### src/rtl/if_fetch_queue.sv
// rtl/if_fetch_queue.sv - instruction fetch front end with PC-tagged response queue
// Issues sequential fetches, queues in-order responses, flushes on taken-branch redirect.
module if_fetch_queue #(
   parameter logic [31:0] RESET_PC = 32'h0000_0000,
   parameter int          QDEPTH   = 4
) (
   input  logic        clk,
   input  logic        resetn,
   input  logic        redirect_valid,
   input  logic [31:0] redirect_pc,
   output logic        imem_req_valid,
   input  logic        imem_req_ready,
   output logic [31:0] imem_req_addr,
   input  logic        imem_rsp_valid,
   input  logic [31:0] imem_rsp_data,
   output logic        if_valid,
   input  logic        if_ready,
   output logic [31:0] if_pc,
   output logic [31:0] if_instr
);
   localparam int AW = $clog2(QDEPTH);
   localparam int CW = $clog2(QDEPTH + 1);
   localparam logic [CW:0] DEPTH_C = (CW + 1)'(QDEPTH);

   logic [31:0]       fetch_pc;
   logic [31:0]       pc_q    [QDEPTH];
   logic [31:0]       instr_q [QDEPTH];
   logic [QDEPTH-1:0] filled_q;
   logic [AW-1:0]     head, tail, alloc;
   logic [CW-1:0]     count, pend_cnt, drop_cnt;
   logic [31:0]       last_pc, last_instr;
   logic [CW:0]       occ, drop_sum;
   logic              accept, pop, rsp_drop, rsp_fill, rsp_take;
   logic              unused_ok;

   // drop_cnt slots stay reserved so stale responses can never overrun the queue
   assign occ            = {1'b0, count} + {1'b0, drop_cnt};
   assign imem_req_valid = resetn && !redirect_valid && (occ < DEPTH_C);
   assign imem_req_addr  = fetch_pc;
   assign accept         = imem_req_valid && imem_req_ready;

   assign if_valid = filled_q[head] && !redirect_valid;
   assign pop      = if_valid && if_ready;
   assign if_pc    = filled_q[head] ? pc_q[head]    : last_pc;
   assign if_instr = filled_q[head] ? instr_q[head] : last_instr;

   assign rsp_drop = imem_rsp_valid && (drop_cnt != '0);
   assign rsp_fill = imem_rsp_valid && (drop_cnt == '0) && (pend_cnt != '0);
   assign rsp_take = rsp_drop || rsp_fill;
   // everything still outstanding after this cycle's response must be discarded
   assign drop_sum = {1'b0, drop_cnt} + {1'b0, pend_cnt} - {{CW{1'b0}}, rsp_take};

   assign unused_ok = ^{redirect_pc[1:0], drop_sum[CW]};

   always_ff @(posedge clk or negedge resetn) begin
      if (!resetn) begin
         fetch_pc   <= RESET_PC;
         filled_q   <= '0;
         head       <= '0;
         tail       <= '0;
         alloc      <= '0;
         count      <= '0;
         pend_cnt   <= '0;
         drop_cnt   <= '0;
         last_pc    <= '0;
         last_instr <= '0;
         for (int i = 0; i < QDEPTH; i++) begin
            pc_q[i]    <= '0;
            instr_q[i] <= '0;
         end
      end else if (redirect_valid) begin
         fetch_pc <= {redirect_pc[31:2], 2'b00};
         filled_q <= '0;
         head     <= '0;
         tail     <= '0;
         alloc    <= '0;
         count    <= '0;
         pend_cnt <= '0;
         drop_cnt <= drop_sum[CW-1:0];
      end else begin
         if (accept) begin
            pc_q[tail] <= fetch_pc;
            tail       <= tail + 1'b1;
            fetch_pc   <= fetch_pc + 32'd4;
         end
         if (rsp_drop) begin
            drop_cnt <= drop_cnt - 1'b1;
         end
         if (rsp_fill) begin
            instr_q[alloc]  <= imem_rsp_data;
            filled_q[alloc] <= 1'b1;
            alloc           <= alloc + 1'b1;
         end
         if (pop) begin
            filled_q[head] <= 1'b0;
            head           <= head + 1'b1;
            last_pc        <= pc_q[head];
            last_instr     <= instr_q[head];
         end
         count    <= count + CW'(accept) - CW'(pop);
         pend_cnt <= pend_cnt + CW'(accept) - CW'(rsp_fill);
      end
   end
endmodule

### config.mk
export PLATFORM = sky130hd
export DESIGN_NAME = if_fetch_queue
export DESIGN_NICKNAME = d
export VERILOG_FILES = /design/src/rtl/if_fetch_queue.sv
export SDC_FILE = /design/constraint.sdc
export NUM_CORES = 1
export LEC_CHECK = 0
export CORE_ASPECT_RATIO = 1.2
export CORE_MARGIN = 2
export CORE_UTILIZATION = 57
export DETAILED_ROUTE_END_ITERATION = 8
export GPL_TIMING_DRIVEN = 1
export PLACE_DENSITY = 0.8
export SYNTH_ARGS = -nofsm -noshare
export SYNTH_HDL_FRONTEND = slang
export SYNTH_SLANG_ARGS = --single-unit
### constraint.sdc
create_clock -name clk -period 3.2 [get_ports clk]
set_input_delay 0.64 -clock clk [delete_from_list [all_inputs] [get_ports clk]]
set_output_delay 0.64 -clock clk [all_outputs]
set_load 0.005 [all_outputs]
* Yosys cells after proc, flatten, opt, wreduce, memory -nomap -nowiden
Index checks and enable logic that the tools add are counted.
Storage, ports and cells: bits in registers 371, bits in latches 0, bits in writable memories 0, memory bits (read-only) 0, output and inout port bits 98, logic and storage cells 107, memories 0
Cells by class: add/sub/neg operators 12, $mul 0, divide/modulo/power cells 0, $lt $le $gt $ge 10, equality and inequality tests 0, shift operators 0, multiplexer cells 36, bitwise gates (word level) 7, reduce and logical (&&, ||, !) cells 24
Operators with widths (number):
- $mux 32 | 10
- $bwmux 128 | 2
- $bmux 32 s2 | 2
- $demux 32 s2 | 2
- $add 32x3->32 const B | 1
- $mux 4 | 4
- $logic_and 1x1->1 | 12
- $mux 2 | 6
- $mux 3 | 4
- $ge 3x3->1 const B | 3
- $not 2->3 | 3
- $sub 3x1->3 | 3
- $reduce_bool 2->1 | 4
- $add 2x1->2 const B | 3
- $add 3x1->3 | 2
- $lt 2x3->1 const B | 2
- $lt 3x1->1 const B | 2
- $reduce_and 2->1 | 3
- $reduce_bool 3->1 | 2
- $add 3x3->4 | 1
- $and 4x4->4 | 1
- $demux 1 s2 | 2
- $ge 2x1->1 const B | 2
- $lt 4x3->1 const B | 1
- other kinds (10) | 12

* Logic depth before layout (Yosys ltp)
Gate-level depths: netlist of the first run.
word-level depth 10, depth in mapped cells 14, mapped depth without buffers 13

* Worst setup path before layout of the first run
Ideal clock, no wire load.
path type flip-flop to flip-flop, from reg drop_cnt[2], to reg pend_cnt[2], setup time 0.132 ns, arrival time 2.748 ns, required time 3.068 ns, path slack 0.321 ns, cell stages (with the launch flop) 15, path buffers 3, clock period less this slack 2.879 ns, cells stage by stage dfrtp_1 > ha_1 > nor4b_2 > and4_1 > buf_2 > inv_2 > clkbuf_1 > buf_2 > ha_1 > inv_1 > ha_1 > inv_1 > fa_1 > xnor2_1 > nor2_1
On the way: cells in the longest elaborated chain, start to end 7, elaborated cells between the ends (all ways) 10, those cells by class add/sub (3); order compare (1); mux (1); reduce/logical (5)
Ends and longest elaborated chain:
- from (decl) | RTL line 30 | logic [CW-1:0] count, pend_cnt, drop_cnt;
- from (signal assigned) | RTL line 79 | drop_cnt <= drop_sum[CW-1:0];
- from (signal assigned) | RTL line 87 | drop_cnt <= drop_cnt - 1'b1;
- $add 3x3->4 | RTL line 37 | assign occ = {1'b0, count} + {1'b0, drop_cnt};
- $lt 4x3->1 | RTL line 38 | assign imem_req_valid = resetn && !redirect_valid && (occ < DEPTH_C);
- $logic_and 1x1->1 | RTL line 38
- $logic_and 1x1->1 | RTL line 40 | assign accept = imem_req_valid && imem_req_ready;
- $add 3x1->3 | RTL line 101 | pend_cnt <= pend_cnt + CW'(accept) - CW'(rsp_fill);
- $sub 3x1->3 (*) | RTL line 101
- $mux 3 (*) | RTL line 71 | end else if (redirect_valid) begin
- to (signal assigned) | RTL line 101
- to (decl) | RTL line 30
Mark *: on every way between the ends. The rest lies on a longest branch, timed or not. A chain may end at the register's enable or synchronous reset.

* Final worst setup path of the first run
from reg head[0], to out if_instr[6]
On the way: cells in the longest elaborated chain, start to end 5, elaborated cells between the ends (all ways) 7, those cells by class mux (6); bitwise (1)
Ends and longest elaborated chain:
- from (decl) | RTL line 29 | logic [AW-1:0] head, tail, alloc;
- from (signal assigned) | RTL line 96 | head <= head + 1'b1;
- $not 2->3 (implied by the code) | RTL line 45 | assign if_instr = filled_q[head] ? instr_q[head] : last_instr;
- $bmux 32 s2 | RTL line 45
- $mux 32 (implied by the code) (2 in a row) | RTL line 45
- $mux 32 (*) | RTL line 45
- to (decl) | RTL line 19 | output logic [31:0] if_instr
Mark *: on every way between the ends. The rest lies on a longest branch, timed or not. The select of a mux whose other input is x is not followed.

==> results of run 1 <==
[worst min-delay path by stage]
stage,startpoint,end,cells after the start
2_1_floorplan,resetn,alloc[0],0
3_3_place_gp,pc_q[61],pc_q[61],1
3_5_place_dp,pc_q[54],pc_q[54],1
4_1_cts,resetn,pc_q[5],2
5_1_grt,resetn,pc_q[5],2
6_report,resetn,pc_q[5],2
[cells by family (layout without fill, tap and decap cells)]
kind of cell             after synthesis  count (layout)
multiplexers                         436             436
buffers and inverters                116             303
other                                  1               5
XOR/XNOR                              10              10
AO/OA/AOI/OAI                         70              70
flip-flops                           359             359
adder cells (fa/ha/maj)               27              27
AND/OR/NAND/NOR                      140             140
[critical path, stage by stage (launching register included)]
cell	delay [ns]
dfrtp_4	0.42
mux4_4	0.68
buf_12	0.19
buf_12	0.14
buf_16	0.14
mux2_4	0.30
buf_6	0.11
[where the power goes]
group / internal (mW) / switching, mW / total (mW) / leakage (nW)
Combinational: 1.35 / 0.884 / 2.23 / 4.19
Sequential: 5.17 / 0.460 / 5.63 / 4.87
Clock: 2.38 / 1.70 / 4.08 / 0.556
[final cells by class]
cell class	count	area [µm²]
Fill cell	1950	9010
Sequential cell	359	8990
Multi-Input combinational cell	687	7520
Timing Repair Buffer	219	2210
Clock buffer	56	1070
Tap cell	390	488
Inverter	21	78.8
Clock inverter	7	70.1
Antenna cell	1	2.50
[per-stage QoR]
stage / setup TNS, ns / setup slack (ns) / util [%] / power (mW)
6_report: 0 / 0.0419 / 69.4 / 11.9
3_5_place_dp: 0 / 0.0514 / 64.6 / 7.91
4_1_cts: -0.479 / -0.0900 / 69.7 / 12.0
2_1_floorplan: 0 / 0.321 / - / 6.97
5_1_grt: -0.0501 / -0.0262 / 69.4 / 12.5
3_3_place_gp: 0 / 0.0989 / 64.6 / 7.78
[routing by layer]
layer,wire [µm],GRT usage (%)
met3,1640,4.79
met2,20000,43.5
met5,0,0
met1,15700,31.3
met4,986,8.76
[synth_stat cells (all sizes together) (4+ instances only)]
cell type / n
o211ai: 8
and3: 6
nand2: 34
and2: 4
a21oi: 13
o21bai: 4
nand3: 18
and4: 10
xnor2: 8
a21o: 10
nand4: 13
nor2: 11
mux4: 63
dfrtp: 359
nor3: 9
clkbuf: 53
nor4: 9
a221o: 14
or4: 13
mux2: 372
inv: 21
buf: 42
o311ai: 8
ha: 24
[registers in the layout (all words and copies together) (netlist names)]
name	count
count	3
filled_q	4
last_instr	32
tail	2
imem_req_addr	30
last_pc	30
pend_cnt	3
head	2
instr_q	128
pc_q	120
alloc	2
drop_cnt	3
[timing repair]
action | 4_1_cts | 5_1_grt
endpoints found under the setup margin | 63 | 55
cloned | 6 | 1
hold endpoints to repair | 0 | 0
resized for setup | 166 | 58
buffers inserted | 15 | 3
pin swaps | 0 | 1
==> reports/metrics.csv, run 1 <==
stage,metric,value,unit
outcome,outcome,"finished, final reports clean",
global_route,grt.overflow.total,0,
global_route,grt_pass1_wl,60.4,mm
yosys,synth_edf_count,0,
clocking,holdBufCountCts,0,
clocking,clk_latency,0.52,ns
critical_path,path_class,register to output port,
drt,ant_nets,0,
final_layout,final_nets,1421,
die,fp.dieW,161,µm
global_route,grt_max_degree,173,
final_layout,fin_area,20400,µm²
critical_path,cp-end-kind,output port,
placed_design,hpwl,22.8,mm
final_layout,drive_gt1_share,44.4,%
timing,relSlewSlack,38.0,%
clocking,cts_max_level,2,
yosys,synth.largest_area_cell,dfrtp_1,
clocking,tritoncts,built,
placed_design,dpl_cell_area,19000,µm²
power,power_density,584,nW/µm²
die,core_area,29400,µm²
drt,viasPerCell,5.99,
timing,final.period_utilization,98.7,%
final_layout,area_delta_synth_final,20.6,%
yosys,synth-compound-area-share,3.16,%
critical_path,timing.rr.start,head[0],
drt,via_count,10400,
clocking,root_buffer,clkbuf_16,
final_layout,final_common_cell,dfrtp_1,
critical_path,r2r_slack,0.14,ns
clocking,clk_pin_slew,0.06,ns
die,num_rows,69,
yosys,ys_seq_elements,359,
yosys,syn_inst,1159,
critical_path,critical_path.startpoint,head[0],
drt,drtIter0Drc,631,
timing,hold_violations,0,
timing,max_freq,317,MHz
critical_path,ff2ff_path_depth,12,
yosys,muxShareOfSynthArea,33.2,%
drt,wl,38.3,mm
critical_path,cp.required,2.56,ns
final_layout,final_cell_mix,"dfrtp_1, mux2_2, clkdlybuf4s50_1, mux4_2, clkbuf_16",
drt,drc,0,
power,ir_drop,0.000470,V
clocking,cts_made_buffers,36,
yosys,synth_simple_gate_area_share,4.81,%
critical_path,crit_end,if_instr[6],
yosys,synth_top_area_share,53.1,%
timing,setup_viol,0,
critical_path,critPathArrivalTime,2.52,ns
yosys,synthFlopType,dfrtp_1,
timing,period_minus_slack,3.16,ns
yosys,synth_cell_type_count,56,
die,ioPinCount,168,
yosys,synth-async-reset-ratio,100,%
yosys,synth_area_leaders,"dfrtp_1, mux2_2, mux4_2",
flow_run,drv_cap,0,
global_route,antenna_found_initial,1,
placed_design,dp_cells,1654,
yosys,synthAdderAreaFrac,2.13,%
min_path,min_path_type,input pin to async pin,
die,dieArea,31100,µm²
critical_path,cp_max_fo,7,
die,fp.dieH,193,µm
timing,holdWs,0.315,ns
global_route,groute.usage.overall,24.9,%
clocking,cts_buffer_depth,3,
timing,skew,0.0157,ns
yosys,synth.cell_area,16900,µm²
drt,wl_per_cell,22.0,µm
yosys,synth_top_family_by_area,multiplexers,
global_route,grt_pass1_vias,11000,
power,p_leak,9.62,nW
yosys,synthXorXnorAreaFrac,0.517,%
yosys,syn_area_per_cell,14.6,µm²
critical_path,crit_path_start_kind,register,
yosys,seq_area_frac_synth,53.1,%
timing,slew_viol_final,0,
timing,worst_pin_slew,0.930,ns
die,initial_core_util,57.5,%
critical_path,reg2reg_to,count[1],
drt,first_pass_iters,4,
placed_design,portBuffers,161,
yosys,yosysWarningCount,0,
placed_design,gp_congestion,0.822,
final_layout,final_cells,1740,
timing,rsz0062_at_grt,true,
clocking,clock-sinks,359,
(Power assumes the default switching activity.)
==> run 2, diff against run 1 <==
--- a/config.mk
+++ b/config.mk
@@ -7,10 +7,11 @@
 export LEC_CHECK = 0
 export CORE_ASPECT_RATIO = 1.2
 export CORE_MARGIN = 2
-export CORE_UTILIZATION = 57
+export CORE_UTILIZATION = 50
+export CTS_BUF_LIST = sky130_fd_sc_hd__clkbuf_4 sky130_fd_sc_hd__clkbuf_8 sky130_fd_sc_hd__clkbuf_16
 export DETAILED_ROUTE_END_ITERATION = 8
 export GPL_TIMING_DRIVEN = 1
-export PLACE_DENSITY = 0.8
+export PLACE_DENSITY = 0.71
 export SYNTH_ARGS = -nofsm -noshare
 export SYNTH_HDL_FRONTEND = slang
 export SYNTH_SLANG_ARGS = --single-unit
==> reports/metrics.csv, run 2 (synthesis gave the netlist of run 1 again) <==
stage,metric,value,unit,change
timing,holdWs,0.250,ns,was 0.315 ns
critical_path,cp_max_fo,29,,was 7
min_path,min_path_type,input pin to async pin,,unchanged
drt,wl,37.5,mm,was 38.3 mm
final_layout,final_cells,1788,,was 1740
drt,drc,0,,unchanged
power,ir_drop,0.000371,V,was 0.000470 V
global_route,grt_pass1_vias,10800,,was 11000
timing,skew,0.0158,ns,was 0.0157 ns
timing,setup_viol,45,,was 0
timing,worst_pin_slew,0.931,ns,was 0.930 ns
critical_path,cp.required,2.56,ns,about the same
drt,viasPerCell,5.74,,was 5.99
global_route,grt.overflow.total,0,,unchanged
placed_design,hpwl,22.7,mm,was 22.8 mm
final_layout,largest_register_ff_count,128,,unchanged
timing,max_freq,301,MHz,was 317 MHz
outcome,outcome,finished with violations,,"was finished, final reports clean"
clocking,root_buffer,clkbuf_16,,unchanged
placed_design,dp_cells,1713,,was 1654
critical_path,r2r_slack,0.37,ns,was 0.14 ns
clocking,clk_pin_slew,0.06,ns,about the same
global_route,grt_max_degree,143,,was 173
power,p_leak,9.53,nW,was 9.62 nW
critical_path,critPathArrivalTime,2.68,ns,was 2.52 ns
final_layout,fin_area,20400,µm²,about the same
flow_run,drv_cap,0,,unchanged
clocking,clk_latency,0.54,ns,was 0.52 ns
power,power_density,604,nW/µm²,was 584 nW/µm²
global_route,grt_pass1_wl,58.8,mm,was 60.4 mm
timing,final.period_utilization,104,%,was 98.7%
outcome,violations,negative setup slack,,
final_layout,final_common_cell,mux2_2,,was dfrtp_1
timing,rsz0062_at_grt,true,,unchanged
die,ioPinCount,168,,unchanged
critical_path,path_class,register to output port,,unchanged
final_layout,area_delta_synth_final,20.6,%,about the same
final_layout,reg_top3,"instr_q x128, pc_q x120, last_instr x32",,unchanged
die,initial_core_util,50.9,%,was 57.5%
drt,drtIter0Drc,617,,was 631
timing,period_minus_slack,3.32,ns,was 3.16 ns
critical_path,reg2reg_to,drop_cnt[2],,was count[1]
final_layout,regMostFlops,instr_q,,unchanged
timing,relSlewSlack,37.9,%,was 38.0%
drt,wl_per_cell,20.9,µm,was 22.0 µm
clocking,cts_max_level,2,,unchanged
die,fp.dieH,206,µm,was 193 µm
global_route,antenna_found_initial,1,,unchanged
clocking,cts_made_buffers,38,,was 36
drt,ant_nets,0,,unchanged
placed_design,pre_cts_slack,0.0707,ns,was 0.0514 ns
critical_path,timing.rr.start,pend_cnt[1],,was head[0]
clocking,cts_buffer_depth,3,,unchanged
die,dieArea,35400,µm²,was 31100 µm²
die,num_rows,73,,was 69
placed_design,gp_congestion,0.749,,was 0.822
critical_path,crit_path_start_kind,register,,unchanged
critical_path,ff2ff_path_depth,11,,was 12
timing,tns,-4.11,ns,was 0 ns
critical_path,cp-end-kind,output port,,unchanged
critical_path,cp_cell_sequence,mux4_4 > buf_12 > mux2_2 > clkdlybuf4s50_1,,was mux4_4 > buf_12 > buf_12 > buf_16 > mux2_4 > buf_6
clocking,tritoncts,built,,unchanged
final_layout,final_nets,1405,,was 1421
timing,slew_viol_final,0,,unchanged
final_layout,final_util,61.4,%,was 69.4%
global_route,groute.usage.overall,21.4,%,was 24.9%
final_layout,drive_gt1_share,41.7,%,was 44.4%
die,fp.dieW,172,µm,was 161 µm
die,core_area,33200,µm²,was 29400 µm²
timing,hold_violations,0,,unchanged
clocking,clock-sinks,359,,unchanged
drt,first_pass_iters,4,,unchanged
placed_design,portBuffers,161,,unchanged
power,p_total,12.3,mW,was 11.9 mW
drt,via_count,10300,,was 10400
final_layout,final_cell_mix,"mux2_2, dfrtp_1, clkdlybuf4s50_1, mux4_2, clkbuf_16",,"was dfrtp_1, mux2_2, clkdlybuf4s50_1, mux4_2, clkbuf_16"
placed_design,dpl_cell_area,19000,µm²,about the same
critical_path,slowest_stage,mux4_4,,unchanged
critical_path,slowest_delay,0.69,ns,was 0.68 ns
timing,fin_ws,-0.124,ns,was 0.0419 ns
## run 2: area by class of cell
| type | instances | area, µm² |
|---|---|---|
| Antenna cell | 1 | 2.50 |
| Clock buffer | 55 | 1140 |
| Clock inverter | 14 | 170 |
| Fill cell | 2599 | 12800 |
| Inverter | 21 | 78.8 |
| Multi-Input combinational cell | 687 | 7450 |
| Sequential cell | 359 | 8990 |
| Tap cell | 450 | 563 |
| Timing Repair Buffer | 201 | 2020 |
## run 2: metal layers
metal / GRT usage (%) / part of all wire, % / wire, µm / vias up
met3: 4.17 / 4.5 / 1690 / 75
met2: 35.6 / 49 / 18500 / 201
met1: 28.2 / 43 / 16200 / 5383
li1: - / - / - / 4597
met5: 0 / 0 / 0 / -
met4: 7.02 / 2.9 / 1070 / 0
## run 2: critical path, delay by kind of cell, from the launching register on
kind                   cells  cell delay [ns]
buffers and inverters      2             0.73
DFF                        1             0.44
muxes                      2             0.97
## run 2: report_power, final
| group | leakage [nW] | internal [mW] | total, mW | switching (mW) |
|---|---|---|---|---|
| Combinational | 4.00 | 1.35 | 2.20 | 0.850 |
| Clock | 0.658 | 2.74 | 4.54 | 1.81 |
| Sequential | 4.87 | 5.17 | 5.60 | 0.432 |
## run 2: worst max-delay path by stage
stage,startpoint,end,cells after the start
after floorplan,drop_cnt[2],pend_cnt[2],14
after global placement,imem_rsp_valid,drop_cnt[2],12
after detailed placement,imem_rsp_valid,drop_cnt[2],12
after CTS,head[0],if_pc[30],4
after global routing,head[0],if_pc[30],4
final,head[0],if_pc[9],4
## run 2: repair_timing
item	in CTS	in global routing
hold endpoints to repair	0	0
resized for setup	23	1
cloned	0	3
setup buffers	0	2
endpoints found under the setup margin	63	55
hold buffers	0	0
pin swaps	0	0
